[config.mk]
export PLATFORM = sky130hd
export DESIGN_NAME = pe_mac_lanes
export DESIGN_NICKNAME = d
export VERILOG_FILES = /design/src/rtl/pe_pkg.sv /design/src/rtl/pe_requant.sv /design/src/rtl/pe_mac_lanes.sv
export SDC_FILE = /design/constraint.sdc
export NUM_CORES = 1
export LEC_CHECK = 0
export BUFFER_PORTS_ARGS = -buffer_cell sky130_fd_sc_hd__buf_2
export CORE_ASPECT_RATIO = 1.1
export CORE_MARGIN = 3
export CORE_UTILIZATION = 30
export DETAILED_ROUTE_END_ITERATION = 10
export SLEW_MARGIN = 40
export SYNTH_ARGS = -nofsm -noshare
export SYNTH_HDL_FRONTEND = slang
export SYNTH_HIERARCHICAL = 1
export SYNTH_SLANG_ARGS = --single-unit
[constraint.sdc]
create_clock -name clk -period 18 [get_ports clk]
set_clock_uncertainty 0.2 [all_clocks]
set_input_delay 3.6 -clock clk [delete_from_list [all_inputs] [get_ports clk]]
set_output_delay 3.6 -clock clk [all_outputs]
set_load 0.05 [all_outputs]
[src/rtl/pe_pkg.sv]
// rtl/pe_pkg.sv - shared op encoding and width defaults for the MAC processing element
package pe_pkg;

  typedef enum logic [1:0] {
    PE_MAC   = 2'd0,
    PE_BIAS  = 2'd1,
    PE_FLUSH = 2'd2,
    PE_RSVD  = 2'd3
  } pe_op_e;

  localparam int PE_DATA_W  = 8;
  localparam int PE_LANES   = 4;
  localparam int PE_ACC_W   = 24;
  localparam int PE_SHIFT_W = 5;

  // Smallest accumulator that holds one full dot product without wrapping.
  function automatic int min_acc_w(input int data_w, input int lanes);
    return 2 * data_w + $clog2(lanes);
  endfunction

endpackage

[src/rtl/pe_requant.sv]
// rtl/pe_requant.sv - round-half-up arithmetic right shift with saturation to DATA_W
module pe_requant
  import pe_pkg::*;
#(
  parameter int ACC_W   = PE_ACC_W,
  parameter int DATA_W  = PE_DATA_W,
  parameter int SHIFT_W = PE_SHIFT_W
) (
  input  logic [ACC_W-1:0]   acc_in,
  input  logic [SHIFT_W-1:0] shift,
  output logic [DATA_W-1:0]  data,
  output logic               sat
);

  localparam logic signed [ACC_W:0] SAT_MAX = {{(ACC_W-DATA_W+2){1'b0}}, {(DATA_W-1){1'b1}}};
  localparam logic signed [ACC_W:0] SAT_MIN = {{(ACC_W-DATA_W+2){1'b1}}, {(DATA_W-1){1'b0}}};

  logic signed [ACC_W:0] ext;
  logic signed [ACC_W:0] rnd;
  logic signed [ACC_W:0] r;

  // One extra bit of headroom so the rounding add never overflows.
  always_comb begin
    ext = {acc_in[ACC_W-1], acc_in};
    rnd = '0;
    if (shift != '0) begin
      rnd = {{ACC_W{1'b0}}, 1'b1} << (shift - 1'b1);
    end
    r    = (ext + rnd) >>> shift;
    sat  = 1'b0;
    data = r[DATA_W-1:0];
    if (r > SAT_MAX) begin
      data = SAT_MAX[DATA_W-1:0];
      sat  = 1'b1;
    end else if (r < SAT_MIN) begin
      data = SAT_MIN[DATA_W-1:0];
      sat  = 1'b1;
    end
  end

endmodule

[src/rtl/pe_mac_lanes.sv]
// rtl/pe_mac_lanes.sv - LANES-wide dot-product accumulator with requantized valid/ready output
module pe_mac_lanes
  import pe_pkg::*;
#(
  parameter int DATA_W  = PE_DATA_W,
  parameter int LANES   = PE_LANES,
  parameter int ACC_W   = PE_ACC_W,
  parameter int SHIFT_W = PE_SHIFT_W
) (
  input  logic                      clk,
  input  logic                      rst_n,
  input  logic                      cmd_valid,
  output logic                      cmd_ready,
  input  logic [1:0]                cmd_op,
  input  logic                      cmd_last,
  input  logic [LANES*DATA_W-1:0]   x,
  input  logic [LANES*DATA_W-1:0]   w,
  input  logic [SHIFT_W-1:0]        quant_shift,
  output logic                      out_valid,
  input  logic                      out_ready,
  output logic [DATA_W-1:0]         out_data,
  output logic                      out_sat,
  output logic                      illegal_uop
);

  pe_op_e op;
  assign op = pe_op_e'(cmd_op);

  logic [ACC_W-1:0]  acc_q, acc_d;
  logic              out_valid_q, out_valid_d;
  logic [DATA_W-1:0] out_data_q, out_data_d;
  logic              out_sat_q, out_sat_d;
  logic              illegal_q, illegal_d;

  logic signed [2*DATA_W-1:0] prod;
  logic signed [ACC_W-1:0]    dot;
  logic [ACC_W-1:0]           acc_sum;
  logic [DATA_W-1:0]          rq_data;
  logic                       rq_sat;
  logic                       accept;

  assign cmd_ready = !out_valid_q || out_ready;
  assign accept    = cmd_valid && cmd_ready;

  always_comb begin
    prod = '0;
    dot  = '0;
    for (int i = 0; i < LANES; i++) begin
      prod = $signed(x[i*DATA_W +: DATA_W]) * $signed(w[i*DATA_W +: DATA_W]);
      dot  = dot + ACC_W'(prod);
    end
  end

  always_comb begin
    acc_sum = acc_q;
    if (op == PE_MAC) begin
      acc_sum = acc_q + dot;
    end else if (op == PE_BIAS) begin
      acc_sum = acc_q + ACC_W'($signed(w[DATA_W-1:0]));
    end
  end

  pe_requant #(
    .ACC_W  (ACC_W),
    .DATA_W (DATA_W),
    .SHIFT_W(SHIFT_W)
  ) u_requant (
    .acc_in(acc_sum),
    .shift (quant_shift),
    .data  (rq_data),
    .sat   (rq_sat)
  );

  always_comb begin
    acc_d       = acc_q;
    out_valid_d = out_valid_q;
    out_data_d  = out_data_q;
    out_sat_d   = out_sat_q;
    illegal_d   = 1'b0;
    if (out_valid_q && out_ready) begin
      out_valid_d = 1'b0;
    end
    if (accept) begin
      case (op)
        PE_MAC, PE_BIAS: begin
          if (cmd_last) begin
            // Emitting clears acc so the next output window starts fresh.
            acc_d       = '0;
            out_valid_d = 1'b1;
            out_data_d  = rq_data;
            out_sat_d   = rq_sat;
          end else begin
            acc_d = acc_sum;
          end
        end
        PE_FLUSH: acc_d = '0;
        default:  illegal_d = 1'b1;
      endcase
    end
  end

  always_ff @(posedge clk or negedge rst_n) begin
    if (!rst_n) begin
      acc_q       <= '0;
      out_valid_q <= 1'b0;
      out_data_q  <= '0;
      out_sat_q   <= 1'b0;
      illegal_q   <= 1'b0;
    end else begin
      acc_q       <= acc_d;
      out_valid_q <= out_valid_d;
      out_data_q  <= out_data_d;
      out_sat_q   <= out_sat_d;
      illegal_q   <= illegal_d;
    end
  end

  assign out_valid   = out_valid_q;
  assign out_data    = out_data_q;
  assign out_sat     = out_sat_q;
  assign illegal_uop = illegal_q;

  assert property (@(posedge clk) ACC_W >= min_acc_w(DATA_W, LANES));

  assert property (@(posedge clk) disable iff (!rst_n)
    (accept && cmd_last && (op == PE_MAC || op == PE_BIAS)) |-> (32'(quant_shift) < ACC_W));

endmodule

==> out/qor.txt <==
status = finished, final reports clean
layout cells sized above 1 = 8.10%
post-synthesis cell area = 0.0189 mm2
measured slew at the worst slew-check pin = 813 ps
CTS tree = done
Mapped Cells = 2207
total track usage = 16.1%
drt total wl = 52700 um
Iter 0 DRT Violations = 936
WP data required = 17980 ps
DR DRC count = 0
final slew viol count = 0
Synth Net Count = 2782
Mapped Avg Cell Area = 8.59 um2
flip-flop and latch count after synthesis = 35
total vias in the final route = 15600
gpl congestion = 0.950
max incr delay on CP = 550 ps
CP Buf/Inv Count = 5
grt ovf = 0
fin crit share = 90.5%
post-route ant nets = 0
IO buf count = 87
Clk Tree Root Cell = clkbuf_16
RSZ-0062 raised after global routing = no
uppermost layer routed = met5
post-DP HPWL = 44700 um
CTS Hold Bufs = 0
Pre-antenna DRT Iters = 6
chip height = 270 um
WP data arrival = 16260 ps
WL/cell = 17.0 um
Sink Count = 35
vias in the first global route = 16400
Most common cell on crit path = fa_1
initial antenna violation count = 5
max_cap viols = 0
Critical-path top delay cell = fa_1
number of synthesized flops with an enable pin = 0
CP max FO = 9
first-pass GRT wire length = 87800 um
TNS Setup = 0 ps
die area = 0.0662 mm2
clock transition at the registers of the reported paths = 60 ps
area added between synthesis and finish = 8.07%
Max Freq = 0.0614 GHz
post-synth cell types = 104
Min Clock Period, post-route = 16290 ps
Yosys warnings = 6
cts bufs inserted = 5
Met2 Wirelength = 26400 um
Seq/Total Area, Yosys = 4.62%
Setup Fix Bufs, Post-CTS = 0
delay-heaviest family, CP = adder cells
final setup violating endpoints = 0
worst rel slew slack = 45.6%
nets@finish = 2833
Worst-Skew Late Latency = 290 ps
core area = 0.0625 mm2
Starting Density = 30.3%
metal3 WL = 2750 um
Resized Gates After CTS = 0
vias per cell = 5.04
Async S/R FF share, synth = 100%
most frequent cells in the layout = 419 x inv_1, 329 x fa_1, 204 x nand2_1
Die W = 246 um
Crit Path Category = in2reg
nature of the critical path endpoint = flip-flop
Hold WC Path Type = reg2reg
Final Hold Viols = 0
I/O pin count = 88
Worst setup SP type = input port
num rows = 96
Met1 Routed Length = 22900 um
most common cell after layout, fill and taps aside = inv_1
largest net degree at the start of global routing = 48
Top FF cell, synth = dfrtp_1
clock tree buffer depth = 2
htree depth = 2
## area by class of cell
type,instances,area (um2)
clock inverter,2,35.0
timing repair buffer,99,528
antenna,3,7.51
inverter,422,1580
fill,6600,42000
tap,833,1040
clock buffer,6,139
sequential,35,876
multi-input combinational,1695,16300
## sequential cells by signal (all words and copies together), names as in the netlist
register,flops
illegal_uop,1
out_sat,1
acc_q,24
out_data,8
out_valid,1
## per-layer routing
layer	vias up	track usage [%]
li1	7368	-
met1	7728	21.8
met2	440	29.0
met3	58	0.995
met4	8	2.21
met5	-	0
## kinds of logic (layout without fill, tap and decap cells)
kind of cell	count (synthesis)	after routing	synth area share [%]
other	0	3	0
multiplexers	44	44	2.73
AO/OA/AOI/OAI	429	429	16.0
adder cells (fa/ha/maj)	499	499	46.0
flip-flops	35	35	4.62
AND/OR/NAND/NOR	642	642	17.2
buffers and inverters	477	529	9.63
XOR/XNOR	81	81	3.90
## synthesized netlist by cell type, drive strengths merged, types with 8 or more instances
master	instances	share of area, %
a211o	8	0.37
a211oi	41	1.7
a21o	30	1.2
a21oi	108	3.0
a221oi	9	0.48
a22o	15	0.70
a31oi	15	0.65
and2	144	4.8
and3	12	0.40
buf	19	0.55
clkbuf	36	0.71
dfrtp	35	4.6
fa	329	35
ha	170	11
inv	420	8.3
mux2	19	1.1
mux2i	22	1.2
nand2	205	4.1
nand2b	25	0.83
nand3	32	0.85
nand4	18	0.63
nor2	110	2.2
nor2b	19	0.63
nor3	31	0.82
o211ai	19	0.83
o21a	16	0.63
o21ai	89	2.5
o22ai	8	0.26
or3	14	0.49
xnor2	53	2.4
xor2	27	1.3
## path summary, 6_finish.rpt
path / from / cells past startpoint / endpoint / slack (ps)
setup / recovery: x[15] / 45 / out_sat$_DFFE_PN0P_ / 1710
hold / removal: out_data[7]$_DFFE_PN0P_ / 1 / out_data[7]$_DFFE_PN0P_ / 300
setup reg to reg: acc_q[0]$_DFFE_PN0P_ / 27 / out_data[3]$_DFFE_PN0P_ / 10190
hold reg to reg: out_data[7]$_DFFE_PN0P_ / 1 / out_data[7]$_DFFE_PN0P_ / 300
max in group asynchronous: rst_n / 1 / acc_q[14]$_DFFE_PN0P_ / 14130
min in group asynchronous: rst_n / 1 / out_data[6]$_DFFE_PN0P_ / 3080
## through the flow
step	hold WS, ps	util, %	cell area (um2)	worst slack (ps)	cells
final	301	32.8	20500	1710	3095
after global routing	325	32.8	20500	906	3092
after detailed placement	288	32.5	20300	1510	3084
after CTS	302	32.8	20500	1710	3092
after floorplan	293	-	18900	3050	2207
after global placement	289	32.5	20300	1550	3084
Power is left out: the tool's default activity adds up to more than one toggle a clock period on the data nets, which glitch-free logic cannot reach.
